## config.mk

```make
export PLATFORM = sky130hd
export DESIGN_NAME = aukv_dmem_bridge_flat
export DESIGN_NICKNAME = d
export VERILOG_FILES = /design/src/rtl/aukv_dmem_bridge_if.sv /design/src/rtl/aukv_dmem_bridge.sv /design/src/flat_wrapper.sv
export SDC_FILE = /design/constraint.sdc
export NUM_CORES = 1
export LEC_CHECK = 0
export CELL_PAD_IN_SITES_DETAIL_PLACEMENT = 1
export CELL_PAD_IN_SITES_GLOBAL_PLACEMENT = 2
export CORE_ASPECT_RATIO = 0.75
export CORE_MARGIN = 2
export CORE_UTILIZATION = 27
export CTS_BUF_LIST = sky130_fd_sc_hd__clkbuf_8
export CTS_CLUSTER_SIZE = 25
export DETAILED_ROUTE_END_ITERATION = 6
export PLACE_DENSITY = 0.94
export SETUP_SLACK_MARGIN = 0.02
export SLEW_MARGIN = 5
export SYNTH_ARGS = -nofsm -noshare
export SYNTH_HDL_FRONTEND = slang
export SYNTH_SLANG_ARGS = --single-unit
```

## constraint.sdc

```tcl
create_clock -name i_clk -period 2.44 [get_ports i_clk]
set_input_delay 0.488 -clock i_clk [delete_from_list [all_inputs] [get_ports i_clk]]
set_output_delay 0.488 -clock i_clk [all_outputs]
set_load 0.02 [all_outputs]
```

## src/rtl/aukv_dmem_bridge_if.sv

```systemverilog
// Request/response and SRAM-side signals of the data-memory bridge.
// slave  : the bridge itself (consumes mem-stage request, drives SRAM).
// master : the mem stage plus the SRAM macro (drives request and SRAM read data).
// Signals: i_en/i_we/i_addr/i_strobe/i_wdata request; o_rdata/o_valid/o_err/o_busy
// response; o_sram_en/o_sram_be/o_sram_addr/o_sram_wdata/i_sram_rdata SRAM port.
interface aukv_dmem_bridge_if #(
  parameter int ADDR_W = 12
);
  logic              i_en;
  logic              i_we;
  logic [31:0]       i_addr;
  logic [3:0]        i_strobe;
  logic [31:0]       i_wdata;
  logic [31:0]       o_rdata;
  logic              o_valid;
  logic              o_err;
  logic              o_busy;
  logic              o_sram_en;
  logic [3:0]        o_sram_be;
  logic [ADDR_W-1:0] o_sram_addr;
  logic [31:0]       o_sram_wdata;
  logic [31:0]       i_sram_rdata;

  modport slave (
    input  i_en, i_we, i_addr, i_strobe, i_wdata, i_sram_rdata,
    output o_rdata, o_valid, o_err, o_busy,
    output o_sram_en, o_sram_be, o_sram_addr, o_sram_wdata
  );

  modport master (
    output i_en, i_we, i_addr, i_strobe, i_wdata, i_sram_rdata,
    input  o_rdata, o_valid, o_err, o_busy,
    input  o_sram_en, o_sram_be, o_sram_addr, o_sram_wdata
  );
endinterface

```

## src/rtl/aukv_dmem_bridge.sv

```systemverilog
// Data-memory bridge between the memory-access stage and a single-port
// synchronous word SRAM. Aligns store data / byte enables to the byte address,
// right-aligns load data to lane 0, returns a one-cycle o_valid pulse, and
// flags misaligned half/word accesses without touching the SRAM.
// Ports: i_clk (rising edge), i_rst (sync, active-high), bus (slave modport of
// aukv_dmem_bridge_if carrying the request, response and SRAM signals).
// Params: ADDR_W SRAM word-address width; WAIT_CYCLES extra read latency (0..15).
module aukv_dmem_bridge #(
  parameter int ADDR_W      = 12,
  parameter int WAIT_CYCLES = 0
) (
  input logic                i_clk,
  input logic                i_rst,
  aukv_dmem_bridge_if.slave  bus
);

  typedef enum logic [1:0] {IDLE, ACCESS, WAIT, RESP} state_t;

  localparam logic [3:0] WAIT_LAST = 4'(WAIT_CYCLES);

  state_t     state;
  logic [3:0] cnt;
  logic [1:0] off_q;

  logic        misalign;
  logic [6:0]  be_wide;
  logic [3:0]  be_al;
  logic [31:0] wdata_al;
  logic [31:0] rdata_al;

  assign misalign = ((bus.i_strobe == 4'hF) && (bus.i_addr[1:0] != 2'd0)) ||
                    ((bus.i_strobe == 4'h3) && bus.i_addr[0]);
  // Lanes shifted past byte 3 are dropped; only malformed strobes reach them.
  assign be_wide  = {3'b000, bus.i_strobe} << bus.i_addr[1:0];
  assign be_al    = be_wide[3:0];
  assign wdata_al = bus.i_wdata << {bus.i_addr[1:0], 3'b000};
  assign rdata_al = bus.i_sram_rdata >> {off_q, 3'b000};

  assign bus.o_busy = (state != IDLE);

  always_ff @(posedge i_clk) begin
    if (i_rst) begin
      state            <= IDLE;
      cnt              <= 4'd0;
      off_q            <= 2'd0;
      bus.o_rdata      <= 32'd0;
      bus.o_valid      <= 1'b0;
      bus.o_err        <= 1'b0;
      bus.o_sram_en    <= 1'b0;
      bus.o_sram_be    <= 4'd0;
      bus.o_sram_addr  <= '0;
      bus.o_sram_wdata <= 32'd0;
    end else begin
      case (state)
        IDLE: if (bus.i_en) begin
          off_q            <= bus.i_addr[1:0];
          bus.o_sram_addr  <= bus.i_addr[ADDR_W+1:2];
          bus.o_sram_wdata <= wdata_al;
          if (misalign) begin
            // Short-circuit to the response; SRAM is never touched.
            bus.o_rdata <= 32'd0;
            bus.o_err   <= 1'b1;
            bus.o_valid <= 1'b1;
            state       <= RESP;
          end else begin
            bus.o_sram_en <= 1'b1;
            bus.o_sram_be <= bus.i_we ? be_al : 4'd0;
            state         <= ACCESS;
          end
        end
        ACCESS: begin
          bus.o_sram_en <= 1'b0;
          bus.o_sram_be <= 4'd0;
          cnt           <= 4'd0;
          state         <= WAIT;
        end
        WAIT: begin
          cnt <= cnt + 4'd1;
          if (cnt == WAIT_LAST) begin
            bus.o_rdata <= rdata_al;
            bus.o_err   <= 1'b0;
            bus.o_valid <= 1'b1;
            state       <= RESP;
          end
        end
        RESP: begin
          bus.o_valid <= 1'b0;
          state       <= IDLE;
        end
        default: state <= IDLE;
      endcase
    end
  end

endmodule

```

## src/flat_wrapper.sv

```systemverilog
// flat-port wrapper written by rule: the top's interface ports become plain ports
module aukv_dmem_bridge_flat 
#(
  parameter int ADDR_W      = 12,
  parameter int WAIT_CYCLES = 0
)
  (i_clk, i_rst, bus_i_en, bus_i_we, bus_i_addr, bus_i_strobe, bus_i_wdata, bus_i_sram_rdata, bus_o_rdata, bus_o_valid, bus_o_err, bus_o_busy, bus_o_sram_en, bus_o_sram_be, bus_o_sram_addr, bus_o_sram_wdata);
  aukv_dmem_bridge_if #(.ADDR_W(ADDR_W)) bus_i ();
  input logic i_clk;
  input logic i_rst;
  input wire logic [$bits(bus_i.i_en)-1:0] bus_i_en;
  input wire logic [$bits(bus_i.i_we)-1:0] bus_i_we;
  input wire logic [$bits(bus_i.i_addr)-1:0] bus_i_addr;
  input wire logic [$bits(bus_i.i_strobe)-1:0] bus_i_strobe;
  input wire logic [$bits(bus_i.i_wdata)-1:0] bus_i_wdata;
  input wire logic [$bits(bus_i.i_sram_rdata)-1:0] bus_i_sram_rdata;
  output wire logic [$bits(bus_i.o_rdata)-1:0] bus_o_rdata;
  output wire logic [$bits(bus_i.o_valid)-1:0] bus_o_valid;
  output wire logic [$bits(bus_i.o_err)-1:0] bus_o_err;
  output wire logic [$bits(bus_i.o_busy)-1:0] bus_o_busy;
  output wire logic [$bits(bus_i.o_sram_en)-1:0] bus_o_sram_en;
  output wire logic [$bits(bus_i.o_sram_be)-1:0] bus_o_sram_be;
  output wire logic [$bits(bus_i.o_sram_addr)-1:0] bus_o_sram_addr;
  output wire logic [$bits(bus_i.o_sram_wdata)-1:0] bus_o_sram_wdata;
  assign bus_i.i_en = bus_i_en;
  assign bus_i.i_we = bus_i_we;
  assign bus_i.i_addr = bus_i_addr;
  assign bus_i.i_strobe = bus_i_strobe;
  assign bus_i.i_wdata = bus_i_wdata;
  assign bus_i.i_sram_rdata = bus_i_sram_rdata;
  assign bus_o_rdata = bus_i.o_rdata;
  assign bus_o_valid = bus_i.o_valid;
  assign bus_o_err = bus_i.o_err;
  assign bus_o_busy = bus_i.o_busy;
  assign bus_o_sram_en = bus_i.o_sram_en;
  assign bus_o_sram_be = bus_i.o_sram_be;
  assign bus_o_sram_addr = bus_i.o_sram_addr;
  assign bus_o_sram_wdata = bus_i.o_sram_wdata;
  aukv_dmem_bridge #(.ADDR_W(ADDR_W), .WAIT_CYCLES(WAIT_CYCLES)) u_core (.i_clk(i_clk), .i_rst(i_rst), .bus(bus_i));
endmodule
```

==> flow_summary_export.csv <==
group,metric,value,unit
layout,syn_to_final_growth,44.6,%
setup_path,regToRegSetupSlack,0.36,ns
layout,layout_common_cells,"167 x clkdlybuf4s50_1, 116 x nand2_1, 91 x dfxtp_1",
run,cap_violations,0,
setup_path,critPathCaptureType,"output pin",
floorplanning,io_pins,188,
global_routing,grtUsageTotal,17.0,%
timing,hold_viol,0,
hold_path,hold_depth,2,
layout,diodes,0,
route,first_iter_violations,154,
synth,synth_top_family_by_area,"multiplexers",
setup_path,slowest_stage,"dfxtp_1",
clock_network,cts_root_buffer,"clkbuf_8",
setup_path,r2r-start,"u_core.state[0]",
timing,tightest_slew,0.742,ns
floorplanning,row_count,41,
layout,fin_nets,790,
synth,synth_nets,634,
route,vias_per_cell,4.96,
global_routing,grt_max_degree,53,
synth,synth_warnings,0,
setup_path,path_max_fanout,5,
layout,final_common_cell,"clkdlybuf4s50_1",
setup_path,reg2reg_to,"u_core.bus.o_sram_wdata[14]",
timing,rsz0062_at_grt,"false",
route,routed_wl,15400,um
synth,synth-compound-area-share,14.9,%
setup_path,crit_chain,"inv_1 > ha_1 > inv_1 > dlygate4sd2_1",
global_routing,grt_pass1_wl,24400,um
timing,min_period,2.15,ns
floorplanning,start_util,27.5,%
clock_network,worstSkewPairLatency,0.38,ns
status,status,"finished, final reports clean",
placement,gp_congestion,0.796,
synth,synth-seq-cells,91,
layout,seq_area,1820,um^2
floorplanning,dieHeight,117,um
hold_path,holdPathEnd,"u_core.cnt[3]",
global_routing,grt_pass1_vias,4741,
placement,dp_hpwl,11600,um
clock_network,clk_pin_slew,0.10,ns
synth,synthMuxAreaShare,19.1,%
power,p_leak,2.53,nW
timing,slew_viol_final,0,
timing,worst_clock_skew,0.0127,ns
route,ant_nets,0,
setup_path,criticalPathCategory,"flip-flop to output pin",
timing,period_share,88.3,%
setup_path,r2r_cells,7,
placement,io_buffers,169,
hold_path,holdCritStartpoint,"i_rst",
synth,yosysSeqAreaShare,39.5,%
timing,setup_tns,0,ns
route,via_count,4463,
layout,drive_gt1_share,10.2,%
setup_path,critPathMaxStageDelay,0.41,ns
floorplanning,core-area,16800,um^2
floorplanning,dieArea,18100,um^2
route,drc,0,
synth,avgSynthCellArea,8.81,um^2
synth,synth_xor_area_share,0.353,%
setup_path,crit_path_frequent_cell,"inv_1",
global_routing,overflow,0,
synth,synthCells,523,
synth,synth_adder_area_share,1.90,%
global_routing,antenna_found_initial,0,
clock_network,tritoncts,"done",
setup_path,required,1.95,ns
layout,multi_input_area,2520,um^2
clock_network,post-cts-setup-buffers,0,
route,firstDrtPassIters,4,
hold_path,hold_path.class,"input pin to flip-flop",
floorplanning,die_w,155,um
clock_network,clock_sinks,91,
setup_path,cp.arrival,1.67,ns
setup_path,start_kind,"flip-flop",
route,wl_per_cell,17.2,um
synth,ys_types,44,
clock_network,cts_hold_buf,0,
placement,placement.cell_area,6490,um^2
timing,timing.fmax,0.464,GHz
synth,synth-simple-area-share,18.4,%
timing,setup_viol,0,
layout,fin_area,6670,um^2
timing,slew-limit-headroom,50.5,%
clock_network,clockBufferDepth,2,
layout,n_fill_cell,1936,
synth,syn_area,4610,um^2
clock_network,cts_buffers,9,
power,power.density,655,nW/um^2
power,vdd_drop_max,0.000386,V
clock_network,ctsHtreeMaxLevel,3,
-- final cells by class --
class	count	area share, %
multi-input combinational	381	37.8
timing repair buffer	186	27.6
clock inverter	7	0.807
tap	215	4.04
inverter	10	0.563
clock buffer	9	1.86
sequential	91	27.3
-- per-layer routing --
layer  vias up  GRT usage, %  part of all wire, %
met5         -             0                    0
met4         0          4.51                 0.63
met3         9          7.07                  8.1
met2       121          28.3                   47
met1      2191          20.5                   44
li1       2142             -                    -
-- power breakdown --
| part | internal, W | switching [W] | leakage, nW | total (W) |
|---|---|---|---|---|
| clock network | 0.000376 | 0.000590 | 0.0872 | 0.000965 |
| logic | 0.000740 | 0.000931 | 1.70 | 0.00167 |
| registers | 0.00163 | 0.000101 | 0.740 | 0.00173 |
| total | 0.00274 | 0.00162 | 2.53 | 0.00436 |
-- worst max path at each step --
stage	startpoint	endpoint	cells after the start
after floorplan	u_core.state[0]	u_core.bus.o_rdata[0]	8
after detailed placement	bus_i_en	u_core.bus.o_sram_wdata[14]	6
final	u_core.state[0]	bus_o_busy	4
after CTS	u_core.state[0]	bus_o_busy	4
after global routing	u_core.state[0]	bus_o_busy	4
after global placement	bus_i_en	u_core.bus.o_sram_wdata[15]	6
-- synthesized netlist by cell type, drive strengths merged --
cell / n / area, um^2
and2: 1 / 6.26
nor2b: 5 / 31.3
mux2i: 60 / 601
a31oi: 2 / 12.5
o221a: 1 / 11.3
dfxtp: 91 / 1820
a21oi: 30 / 173
ha: 7 / 87.6
o21ai: 7 / 35.0
nand3: 6 / 30.0
a21o: 1 / 7.51
or4: 1 / 7.51
o2bb2ai: 9 / 78.8
clkbuf: 14 / 52.6
nand4bb: 1 / 11.3
nor3b: 2 / 20.0
nand4: 2 / 12.5
nor2: 33 / 129
nand2b: 4 / 25.0
or3: 1 / 6.26
o31ai: 1 / 7.51
xor2: 1 / 16.3
a211o: 1 / 8.76
nand2: 117 / 442
inv: 10 / 37.5
and3: 1 / 6.26
nand4b: 4 / 35.0
mux2: 25 / 282
o211ai: 18 / 135
a22oi: 17 / 128
a221oi: 8 / 70.1
nor3: 13 / 75.1
or3b: 1 / 11.3
o22ai: 1 / 20.0
buf: 27 / 176
-- critical path, delay by kind of cell, from the launching register on --
| kind | cells | cell delay, ns |
|---|---|---|
| buffers and inverters | 3 | 0.59 |
| DFF | 1 | 0.41 |
| adders and majority gates | 1 | 0.29 |
-- sequential cells by signal, indices dropped and copies added, names as in the netlist, 2 cells and up --
name and flops:
u_core.bus.o_sram_addr 12, u_core.cnt 4, u_core.bus.o_sram_wdata 32, u_core.bus.o_sram_be 4, u_core.off_q 2, u_core.bus.o_rdata 32
u_core.state 2
-- what timing repair did --
item | in CTS | in global routing
hold endpoints to repair | 0 | 0
resized for setup | 1 | 0
endpoints found under the setup margin | 1 | 0
-- metrics by stage --
step | utilization [%] | hold WS [ns] | std cells | setup WS (ns) | power (W)
floorplan | - | 0.471 | 523 | 0.804 | 0.00277
global placement | 38.7 | 0.444 | 883 | 0.249 | 0.00337
detailed placement | 38.7 | 0.454 | 883 | 0.168 | 0.00344
CTS | 39.7 | 0.413 | 899 | 0.253 | 0.00444
global route | 39.7 | 0.441 | 899 | 0.175 | 0.00463
finish | 39.7 | 0.439 | 899 | 0.286 | 0.00436
-- kinds of logic after synthesis --
logic type	Yosys count
multiplexers	85
AND/OR/NAND/NOR	192
XOR/XNOR	1
adder cells (fa/ha/maj)	7
flip-flops	91
AO/OA/AOI/OAI	96
buffers and inverters	51
Note: power is estimated with default switching activity, not from simulation.
